### src/rtl/bcd_pkg.sv
// Shared types and codes for the BCD display path.
// Digit codes match the downstream 7-segment decoder.
package bcd_pkg;

   localparam int DIGIT_W = 4;

   localparam logic [DIGIT_W-1:0] BCD_OVF_CODE   = 4'hA;
   localparam logic [DIGIT_W-1:0] BCD_BLANK_CODE = 4'hF;

   typedef enum logic [1:0] {
      IDLE,
      SHIFT,
      DONE
   } bcd_state_t;

   // Elaboration-time 10^n for range limits.
   function automatic longint unsigned pow10(input int n);
      longint unsigned r;
      r = 1;
      for (int i = 0; i < n; i++) begin
         r = r * 10;
      end
      return r;
   endfunction

endpackage

### src/rtl/bcd_digit_adj.sv
// Double-dabble correction cell: one BCD digit,
// add 3 when the digit is 5 or more (no carry out).
module bcd_digit_adj
   import bcd_pkg::*;
(
   input  logic [DIGIT_W-1:0] d,
   output logic [DIGIT_W-1:0] q
);

   always_comb begin
      q = d;
      if (d >= DIGIT_W'(5)) begin
         q = d + DIGIT_W'(3);
      end
   end

endmodule

### src/rtl/bin_to_bcd_seq.sv
// Sequential shift-add-3 binary to packed BCD converter.
// Optional LEADING_ZERO_BLANK_EN blanks leading zero digits.
module bin_to_bcd_seq
   import bcd_pkg::*;
#(
   parameter int BIN_W  = 14,
   parameter int DIGITS = 4
) (
   input  logic                      clk,
   input  logic                      rst_n,
   input  logic                      start,
   input  logic [BIN_W-1:0]          bin_in,
   output logic                      busy,
   output logic                      done,
   output logic [DIGIT_W*DIGITS-1:0] bcd_out,
   output logic                      overflow
);

   localparam int BCD_W = DIGIT_W * DIGITS;
   localparam int SR_W  = BCD_W + BIN_W;
   localparam int CNT_W = $clog2(BIN_W + 1);

   localparam logic [BIN_W-1:0] MAX_VAL =
      BIN_W'(pow10(DIGITS) - 1);

   bcd_state_t state, state_d;

   logic [SR_W-1:0]  sr_q;
   logic [CNT_W-1:0] cnt_q;
   logic             ovf_flag_q;
   logic             busy_q;
   logic             done_q;
   logic [BCD_W-1:0] bcd_q;
   logic             overflow_q;

   logic [BCD_W-1:0] adj_bcd;
   logic [SR_W-1:0]  sr_adj;
   logic [SR_W-1:0]  sr_next;
   logic [BCD_W-1:0] raw_bcd;
   logic [BCD_W-1:0] disp_bcd;
   logic [BCD_W-1:0] result;

   genvar g;
   generate
      for (g = 0; g < DIGITS; g++) begin : g_adj
         bcd_digit_adj u_adj (
            .d (sr_q[BIN_W + g*DIGIT_W +: DIGIT_W]),
            .q (adj_bcd[g*DIGIT_W +: DIGIT_W])
         );
      end
   endgenerate

   assign sr_adj  = {adj_bcd, sr_q[BIN_W-1:0]};
   assign sr_next = {sr_adj[SR_W-2:0], 1'b0};
   assign raw_bcd = sr_q[SR_W-1 -: BCD_W];

`ifdef LEADING_ZERO_BLANK_EN
   logic lead;

   // Units digit is never blanked so zero reads as "0".
   always_comb begin
      disp_bcd = raw_bcd;
      lead     = 1'b1;
      for (int i = DIGITS - 1; i > 0; i--) begin
         if (raw_bcd[i*DIGIT_W +: DIGIT_W] != '0) begin
            lead = 1'b0;
         end
         if (lead) begin
            disp_bcd[i*DIGIT_W +: DIGIT_W] = BCD_BLANK_CODE;
         end
      end
   end
`else
   assign disp_bcd = raw_bcd;
`endif

   assign result = ovf_flag_q ? {DIGITS{BCD_OVF_CODE}}
                              : disp_bcd;

   always_ff @(posedge clk or negedge rst_n) begin
      if (!rst_n) begin
         state <= IDLE;
      end else begin
         state <= state_d;
      end
   end

   always_comb begin
      state_d = state;
      unique case (state)
         IDLE: begin
            if (start) begin
               state_d = SHIFT;
            end
         end
         SHIFT: begin
            if (cnt_q == CNT_W'(1)) begin
               state_d = DONE;
            end
         end
         DONE: begin
            state_d = IDLE;
         end
         default: begin
            state_d = IDLE;
         end
      endcase
   end

   always_ff @(posedge clk or negedge rst_n) begin
      if (!rst_n) begin
         sr_q       <= '0;
         cnt_q      <= '0;
         ovf_flag_q <= 1'b0;
         busy_q     <= 1'b0;
         done_q     <= 1'b0;
         bcd_q      <= '0;
         overflow_q <= 1'b0;
      end else begin
         done_q <= 1'b0;
         // Busy also covers the cycle in which done is shown.
         busy_q <= (state_d != IDLE) || (state == DONE);
         unique case (state)
            IDLE: begin
               if (start) begin
                  sr_q       <= {BCD_W'(0), bin_in};
                  cnt_q      <= CNT_W'(BIN_W);
                  ovf_flag_q <= (bin_in > MAX_VAL);
               end
            end
            SHIFT: begin
               sr_q  <= sr_next;
               cnt_q <= cnt_q - CNT_W'(1);
            end
            DONE: begin
               bcd_q      <= result;
               overflow_q <= ovf_flag_q;
               done_q     <= 1'b1;
            end
            default: begin
            end
         endcase
      end
   end

   assign busy     = busy_q;
   assign done     = done_q;
   assign bcd_out  = bcd_q;
   assign overflow = overflow_q;

endmodule

### config.mk
export PLATFORM = sky130hd
export DESIGN_NAME = bin_to_bcd_seq
export DESIGN_NICKNAME = d
export VERILOG_FILES = /design/src/rtl/bcd_pkg.sv /design/src/rtl/bcd_digit_adj.sv /design/src/rtl/bin_to_bcd_seq.sv
export SDC_FILE = /design/constraint.sdc
export NUM_CORES = 1
export LEC_CHECK = 0
export ABC_AREA = 1
export BUFFER_PORTS_ARGS = -buffer_cell sky130_fd_sc_hd__buf_4
export CAP_MARGIN = 20
export CORE_UTILIZATION = 50
export CTS_CLUSTER_DIAMETER = 30
export DETAILED_ROUTE_END_ITERATION = 6
export GPL_TIMING_DRIVEN = 0
export PLACE_DENSITY = 0.71
export SLEW_MARGIN = 20
export SYNTH_ARGS = -nofsm -noshare
export SYNTH_HDL_FRONTEND = slang
export SYNTH_SLANG_ARGS = --single-unit
### constraint.sdc
create_clock -name clk -period 3.4 [get_ports clk]
set_input_delay 0.17 -clock clk [delete_from_list [all_inputs] [get_ports clk]]
set_output_delay 0.17 -clock clk [all_outputs]
set_load 0.05 [all_outputs]
# Yosys cells after proc, flatten, opt, wreduce, memory -nomap -nowiden
# Index checks and enable logic that the tools add are counted.
[classes]
n_addsub = 5
n_lt_le_gt_ge = 5
eq_ne = 4
n_mux = 13
reduce_logical = 6
[op_table]
columns = ["cell", "count"]
rows = [
  ["30-bit case mux with 2 select lines", 1],
  ["30-bit two-way mux", 1],
  ["4-bit by 3-bit greater-or-equal comparator with 1-bit output, second input constant", 4],
  ["16-bit two-way mux", 1],
  ["4-bit two-way mux", 4],
  ["14-bit > comparator, second input constant", 1],
  ["4-bit by 2-bit adder with 4-bit output, second input constant", 3],
  ["4-bit case mux with 2 select lines", 1],
  ["4-bit by 1-bit == test with 1-bit output, second input constant", 1],
  ["2-bit two-way mux", 2],
  ["2-bit case mux with 2 select lines", 1],
  ["2-bit AND reduction", 2],
  ["2-bit nonzero test", 2],
  ["4-bit by 1-bit subtractor with 4-bit output, second input constant", 1],
  ["3-bit by 2-bit adder with 3-bit output, second input constant", 1],
  ["3-bit two-way mux", 1],
  ["2-bit by 1-bit == test with 1-bit output, second input constant", 1],
  ["2-bit == test, second input constant", 1],
  ["2-bit logical NOT", 1],
  ["2-bit != test, second input constant", 1],
  ["1-bit logical OR", 1],
  ["1-bit two-way mux", 1],
]
[totals]
regBits = 56
in_bits = 17
output_inout_bits = 19
elab_cells = 41

# Logic depth before layout (Yosys ltp)
# Gate-level depths: netlist (run 1).
[logic_depth]
word_depth = 5
mapped_depth = 8
ltp_nobuf = 8

# By module
# Synthesis (run 1) repeated with hierarchy kept, for this count alone.
[hier_totals]
cells_unflattened = 341
hier_area_um2 = 2875.3
[modules_own_cells]
columns = ["module", "instances", "cells_each", "area_per_inst_um2", "seq_area_each_um2"]
rows = [
  ["bin_to_bcd_seq", 1, 249, 2334.7, 1401.3],
  ["bcd_digit_adj", 4, 23, 135.1, 0.0],
]

# Worst setup path after synthesis (run 1)
# Ideal clock, no wire load.
[synth_timing]
path_kind = "reg-to-reg"
startpoint = "register sr_q[22]"
endpoint = "register sr_q[23]"
setup_ns = 0.117
arrival_ns = 1.030
required_ns = 3.283
path_slack_ns = 2.253
stages_incl_launch_ff = 9
path_buffers = 0
path_cell_list = "dfrtp_1 -> inv_1 -> ha_1 -> inv_1 -> nand2_1 -> nand3_1 -> nand2_1 -> nand3_1 -> nand2_1"
[synth_via]
elab_chain_len = 3
word_cells_on_any_way = 4
[synth_lines]
columns = ["element", "line", "source"]
rows = [
  ["from (decl)", "bin_to_bcd_seq.sv:28", "logic [SR_W-1:0] sr_q;"],
  ["from (signal assigned)", "bin_to_bcd_seq.sv:126", "sr_q <= {BCD_W'(0), bin_in};"],
  ["from (signal assigned)", "bin_to_bcd_seq.sv:132", "sr_q <= sr_next;"],
  ["4-bit by 2-bit adder with 4-bit output / 4-bit by 3-bit greater-or-equal comparator with 1-bit output (equally long branches)", "bcd_digit_adj.sv:13, bcd_digit_adj.sv:12", ""],
  ["4-bit two-way mux *", "bcd_digit_adj.sv:12", "if (d >= DIGIT_W'(5)) begin"],
  ["30-bit case mux with 2 select lines *", "bin_to_bcd_seq.sv:123", "unique case (state)"],
]
# Every way passes the cells marked *; elsewhere a longest branch is shown, timed or not.
# A chain may end at the register's enable or synchronous reset.

# Worst setup path in the final report (run 1)
[layout_timing]
startpoint = "register state[0]"
endpoint = "register cnt_q[1]"
[layout_via]
elab_chain_len = 3
word_cells_on_any_way = 6
[layout_lines]
columns = ["element", "line", "source"]
rows = [
  ["from (decl)", "bin_to_bcd_seq.sv:26", "bcd_state_t state, state_d;"],
  ["from (signal assigned)", "bin_to_bcd_seq.sv:84", "state <= state_d;"],
  ["2-bit by 1-bit == test with 1-bit output / 2-bit logical NOT (equally long branches)", "bin_to_bcd_seq.sv:123", ""],
  ["2-bit nonzero test (no line) / 2-bit != test (equally long branches)", "n/a", ""],
  ["2-bit AND reduction (no line)", "n/a", ""],
  ["to (signal assigned)", "bin_to_bcd_seq.sv:127", "cnt_q <= CNT_W'(BIN_W);"],
  ["to (signal assigned)", "bin_to_bcd_seq.sv:133", "cnt_q <= cnt_q - CNT_W'(1);"],
  ["to (decl)", "bin_to_bcd_seq.sv:29", "logic [CNT_W-1:0] cnt_q;"],
]
# Parallel ways exist; a longest one is shown, timed or not.

==> flow_summary.yaml, run 1 <==
routing:
  wire_per_inst_microns: 12.4
  drtIter0Drc: 60
  post-route-drc-count: 0
  wirelength_mm: 5.35
  vias: 2235
  dr.pass1.iters: 4
  ant_nets: 0
  viasPerCell: 5.17
yosys:
  synth_top_cell_area_share_pct: 53.3
  synth_compound_area_share_pct: 8.71
  synth-xor-area-share_pct: 0
  synth_top_family_by_area: "simple AND/OR/NAND/NOR gates"
  synth-seq-cells: 56
  avgSynthCellArea_sq_um: 8.27
  synth_largest_area_cell: "dfrtp_1"
  synth_warnings: 0
  syn_nets: 345
  synthCells: 318
  yosysSeqAreaShare_pct: 53.3
  synthMuxAreaShare_pct: 0
  syn_area_sq_um: 2630
  ys_types: 21
  synth_area_leaders: "dfrtp_1 53%, nand2_1 15%, nand3_1 5.9%"
  synthSimpleGateAreaFrac_pct: 26.7
  synth_fa_ha_area_share_pct: 4.76
setup_path:
  ff2ff_path_depth: 3
  crit_type: "flip-flop to flip-flop"
  timing.reg2reg.setup_slack_ns: 2.05
  cp-startpoint: "state[0]"
  r2r_start: "state[0]"
  worstSetupEndpointType: "flip-flop"
  start_kind: "flip-flop"
  reg2reg_to: "cnt_q[1]"
  critPathMaxFanout: 10
  critical_path_required_ns: 3.59
  arrival_ns: 1.55
power_and_ir_drop:
  internal_power_mw: 1.50
  ir_worst_vdd_mv: 0.288
  seqPwrFrac_pct: 40.5
  pwr_density_cell_nw_per_um2: 865
  p_sw_mw: 1.17
  leakage_nw: 1.60
  finalPower_mw: 2.66
  power.share.clock_pct: 14.1
  p_comb_share_pct: 45.4
  swShare_pct: 43.8
placement:
  place_congestion: 0.781
  dp_cells: 423
  place_area_sq_um: 2980
  numPortBuffers: 35
  dp_hpwl_mm: 3.68
timing:
  setup_tns_ns: 0
  clock.fmax_ghz: 0.740
  hold_violations: 0
  setup_viol: 0
  max_slew_margin_pct: 53.2
  timing.final.crit_share_pct: 39.8
  fin_worst_skew_ns: 0.00733
  worst_pin_slew_ns: 0.701
  maxSlewViolCount: 0
  fin_hold_ws_ns: 0.0647
  rsz0062_at_grt: "false"
  finalCriticalPeriod_ns: 1.35
die:
  die_y_microns: 74.5
  start_util_pct: 51.8
  die_area_sq_um: 5550
  core_sq_um: 5070
  ioPinCount: 36
  die_w_microns: 74.5
  row_count: 26
grt:
  grt_max_degree: 57
  grt_use_met3_pct: 4.74
  grt_pass1_vias: 2000
  grt-ovfl-total: 0
  grt_use_met2_pct: 36.8
  antenna_found_initial: 0
  globalRouteTotalUtil_pct: 22.1
  top_usage_layer: "met2"
  grt_pass1_wl_mm: 9.11
  grt_use_met1_pct: 28.0
clock_tree:
  htreeDepth: 2
  clock_path_buffers: 2
  clkTransAtPathRegs_ns: 0.10
  clock_latency_ns: 0.31
  cts_tree: "done"
  clock-sinks: 56
  cts_buffers: 5
  cts_resized: 0
  root_buffer: "clkbuf_8"
finish:
  area_growth_pct: 17.1
  drive_above_1_share_pct: 15.7
  mostFrequentLayoutCells: "107 x nand2_1, 56 x dfrtp_1, 36 x buf_4"
  insertedDiodeCount: 0
  finalNetCount: 388
  fill_cells: 486
  final_common_cell: "nand2_1"
  finish.instance_area_sq_um: 3080
  instances_no_fill: 432
hold_path:
  hold_depth: 3
  min_to: "sr_q[0]"
  hold_start: "bin_in[0]"
  hold_class: "input pin to flip-flop"
outcome:
  outcome: "completed"
flow_run:
  cap_violations: 0
stage by stage:
step	utilization (%)	worst slack, ns
after global routing	60.7	1.92
after CTS	60.7	2.04
after floorplan	-	2.25
after detailed placement	58.7	2.03
after global placement	58.7	2.01
final	60.7	2.05
power by group through the flow:
stage / Clock, mW / Combinational (mW) / Sequential [mW]
floorplan: 0 / 0.766 / 1.22
global placement: 0 / 1.19 / 1.09
detailed placement: 0 / 1.22 / 1.09
CTS: 0.391 / 1.23 / 1.08
global route: 0.415 / 1.40 / 1.11
finish: 0.375 / 1.21 / 1.08
registers in the layout, summed over array words and instances, names as in the netlist:
signal / count
done: 1
state: 2
sr_q: 30
overflow: 1
cnt_q: 4
ovf_flag_q: 1
bcd_out: 16
busy: 1
cells in the mapped netlist:
library cell and count:
ha_1 10, o21bai_1 3, nand3_1 31, buf_4 1, a22oi_1 1, dfrtp_1 56, o21ai_2 1, nand4_1 8
inv_1 30, o21ai_1 8, o211ai_1 2, a21oi_1 10, nor2_1 18, nor2_4 1, inv_2 4, nor3_1 1
buf_2 6, clkinv_2 1, nor2_2 2, nand2_1 107, o21ai_0 17
critical path, stage by stage (launching register included):
cell     delay, ns
dfrtp_1       0.41
o21ai_2       0.40
buf_2         0.33
a22oi_1       0.09
worst max-delay path by stage:
stage,endpoint,depth (start not counted)
global placement,cnt_q[1],3
floorplan,sr_q[23],8
global route,sr_q[26],7
finish,cnt_q[1],3
CTS,sr_q[15],4
detailed placement,cnt_q[1],3
area by class of cell:
type / instances / area (sq um) / area share, %
inverter: 35 / 133 / 4.31
multi-input combinational: 220 / 1060 / 34.3
tap: 70 / 87.6 / 2.84
timing repair buffer: 36 / 273 / 8.86
buffer: 7 / 37.5 / 1.22
sequential: 56 / 1400 / 45.5
clock buffer: 8 / 90.1 / 2.93
logic make-up (layout without fill, tap and decap cells):
group                    Yosys count  in the layout
AO/OA/AOI/OAI                     42             42
buffers and inverters             42             86
AND/OR/NAND/NOR                  168            168
adder cells (fa/ha/maj)           10             10
flip-flops                        56             56
per-layer routing:
metal / vias to the layer above / part of all wire, %
li1: 1113 / -
met1: 1046 / 45
met2: 66 / 47
met3: 10 / 5.6
met4: 0 / 2.1
met5: - / 0
what timing repair did:
| item | 4_1_cts | 5_1_grt |
|---|---|---|
| buffers inserted | 0 | 0 |
| endpoints found under the hold margin | 56 | 0 |
| hold buffers | 1 | 0 |
Power figures use the tool's default switching activity.
==> inputs of run 2 (changes only) <==
==> constraint.sdc (replaced) <==
create_clock -name clk -period 1.3 [get_ports clk]
set_input_delay 0.065 -clock clk [delete_from_list [all_inputs] [get_ports clk]]
set_output_delay 0.065 -clock clk [all_outputs]
set_load 0.05 [all_outputs]
==> flow_summary.yaml, run 2 (same netlist as run 1, synthesis figures left out) <==
power_and_ir_drop:
  leakage_nw: 1.74
  pwr_density_cell_nw_per_um2: 2200
  finalPower_mw: 7.38
  ir_worst_vdd_mv: 0.794
routing:
  ant_nets: 0
  post-route-drc-count: 0
  viasPerCell: 5.12
  drtIter0Drc: 66
  vias: 2346
  wire_per_inst_microns: 12.8
  dr.pass1.iters: 4
  wirelength_mm: 5.84
die:
  row_count: 26
  die_area_sq_um: 5550
  ioPinCount: 36
  start_util_pct: 51.8
  die_y_microns: 74.5
  core_sq_um: 5070
  die_w_microns: 74.5
clock_tree:
  clock-sinks: 56
  clkTransAtPathRegs_ns: 0.10
  root_buffer: "clkbuf_8"
  clock_latency_ns: 0.32
  htreeDepth: 2
  cts_tree: "done"
  cts_buffers: 5
  clock_path_buffers: 2
finish:
  regMostFlops: "sr_q"
  area_growth_pct: 27.8
  final_common_cell: "nand2_1"
  instances_no_fill: 458
  drive_above_1_share_pct: 22.7
  mostFrequentLayoutCells: "102 x nand2_1, 56 x dfrtp_1, 50 x buf_4"
  largest_register_ffs: 30
  postLayoutCoreUtil_pct: 66.2
  fill_cells: 437
  insertedDiodeCount: 0
  finalNetCount: 414
  finish.instance_area_sq_um: 3360
setup_path:
  ff2ff_path_depth: 6
  crit_path_cell_trace: "buf_4 > ha_1 > nand2_1 > nand4_1 > nand3_1 > nand2_1"
  cp-startpoint: "sr_q[26]"
  crit_top_cell: "nand2_1"
  timing.reg2reg.setup_slack_ns: 0.04
  reg2reg_to: "sr_q[28]"
  critical_path_required_ns: 1.52
  critPathMaxFanout: 4
  worstSetupEndpointType: "flip-flop"
  crit_type: "flip-flop to flip-flop"
  arrival_ns: 1.48
  start_kind: "flip-flop"
  r2r_start: "sr_q[26]"
  critical-path-max-stage-delay_ns: 0.43
  crit_path_end: "sr_q[28]"
  critPathSlowestCell: "dfrtp_1"
timing:
  timing.final.crit_share_pct: 96.9
  hold_violations: 0
  rsz0062_at_grt: "true"
  clock.fmax_ghz: 0.794
  max_slew_margin_pct: 52.8
  setup_tns_ns: 0
  maxSlewViolCount: 0
  fin_worst_skew_ns: 0.00962
  finalCriticalPeriod_ns: 1.26
  fin_ws_ns: 0.0408
  worst_pin_slew_ns: 0.709
  fin_hold_ws_ns: 0.0592
  setup_viol: 0
placement:
  dpl_worst_slack_ns: -0.0690
  dp_cells: 423
  dp_hpwl_mm: 3.68
  place_area_sq_um: 2980
  place_congestion: 0.781
  numPortBuffers: 35
grt:
  grt_pass1_wl_mm: 9.49
  grt-ovfl-total: 0
  grt_pass1_vias: 2077
  grt_max_degree: 57
  globalRouteTotalUtil_pct: 23.0
  antenna_found_initial: 0
outcome:
  outcome: "completed"
flow_run:
  cap_violations: 0
hold_path:
  hold_class: "input pin to flip-flop"
  hold_depth: 3
run 2: final cells by class:
type                    count  area (sq um)  area share, %
plain buffers               7          46.3           1.38
clock buffers               8          90.1           2.68
inverters                  35           139           4.13
multi-input cells         220          1100           32.7
flip-flops and latches     56          1400           41.7
well taps                  70          87.6           2.61
repair buffers             62           498           14.8
run 2: power by group:
part,internal (mW),switching (mW)
logic,1.32,2.21
clock network,0.437,0.562
registers,2.39,0.466
run 2: critical path, delay by kind of cell, from the launching register on:
| kind | cells | cell delay, ns |
|---|---|---|
| flip-flops | 1 | 0.43 |
| adder cells (fa/ha/maj) | 1 | 0.18 |
| AND/OR/NAND/NOR | 4 | 0.40 |
| buffers and inverters | 1 | 0.15 |
run 2: worst min path at each step:
stage | slack, ns | startpoint | end
floorplan | -0.23 | rst_n | bcd_out[0]
finish | 0.06 | bin_in[10] | sr_q[10]
CTS | 0.05 | bin_in[10] | sr_q[10]
detailed placement | 0.17 | rst_n | done
global placement | 0.16 | rst_n | done
global route | 0.07 | bin_in[10] | sr_q[10]
run 2: metal layers:
layer,vias up,wire (microns),track usage [%]
met3,7,207,5.01
li1,1164,-,-
met1,1124,2670,28.9
met2,51,2900,39.2
met4,0,67,7.76
met5,-,0,0
run 2: what timing repair did:
action,4_1_cts,5_1_grt
endpoints found under the hold margin,68,0
pin swaps,0,5
buffers inserted,2,12
hold buffers,13,0
gates resized for setup,4,20
endpoints found under the setup margin,30,38
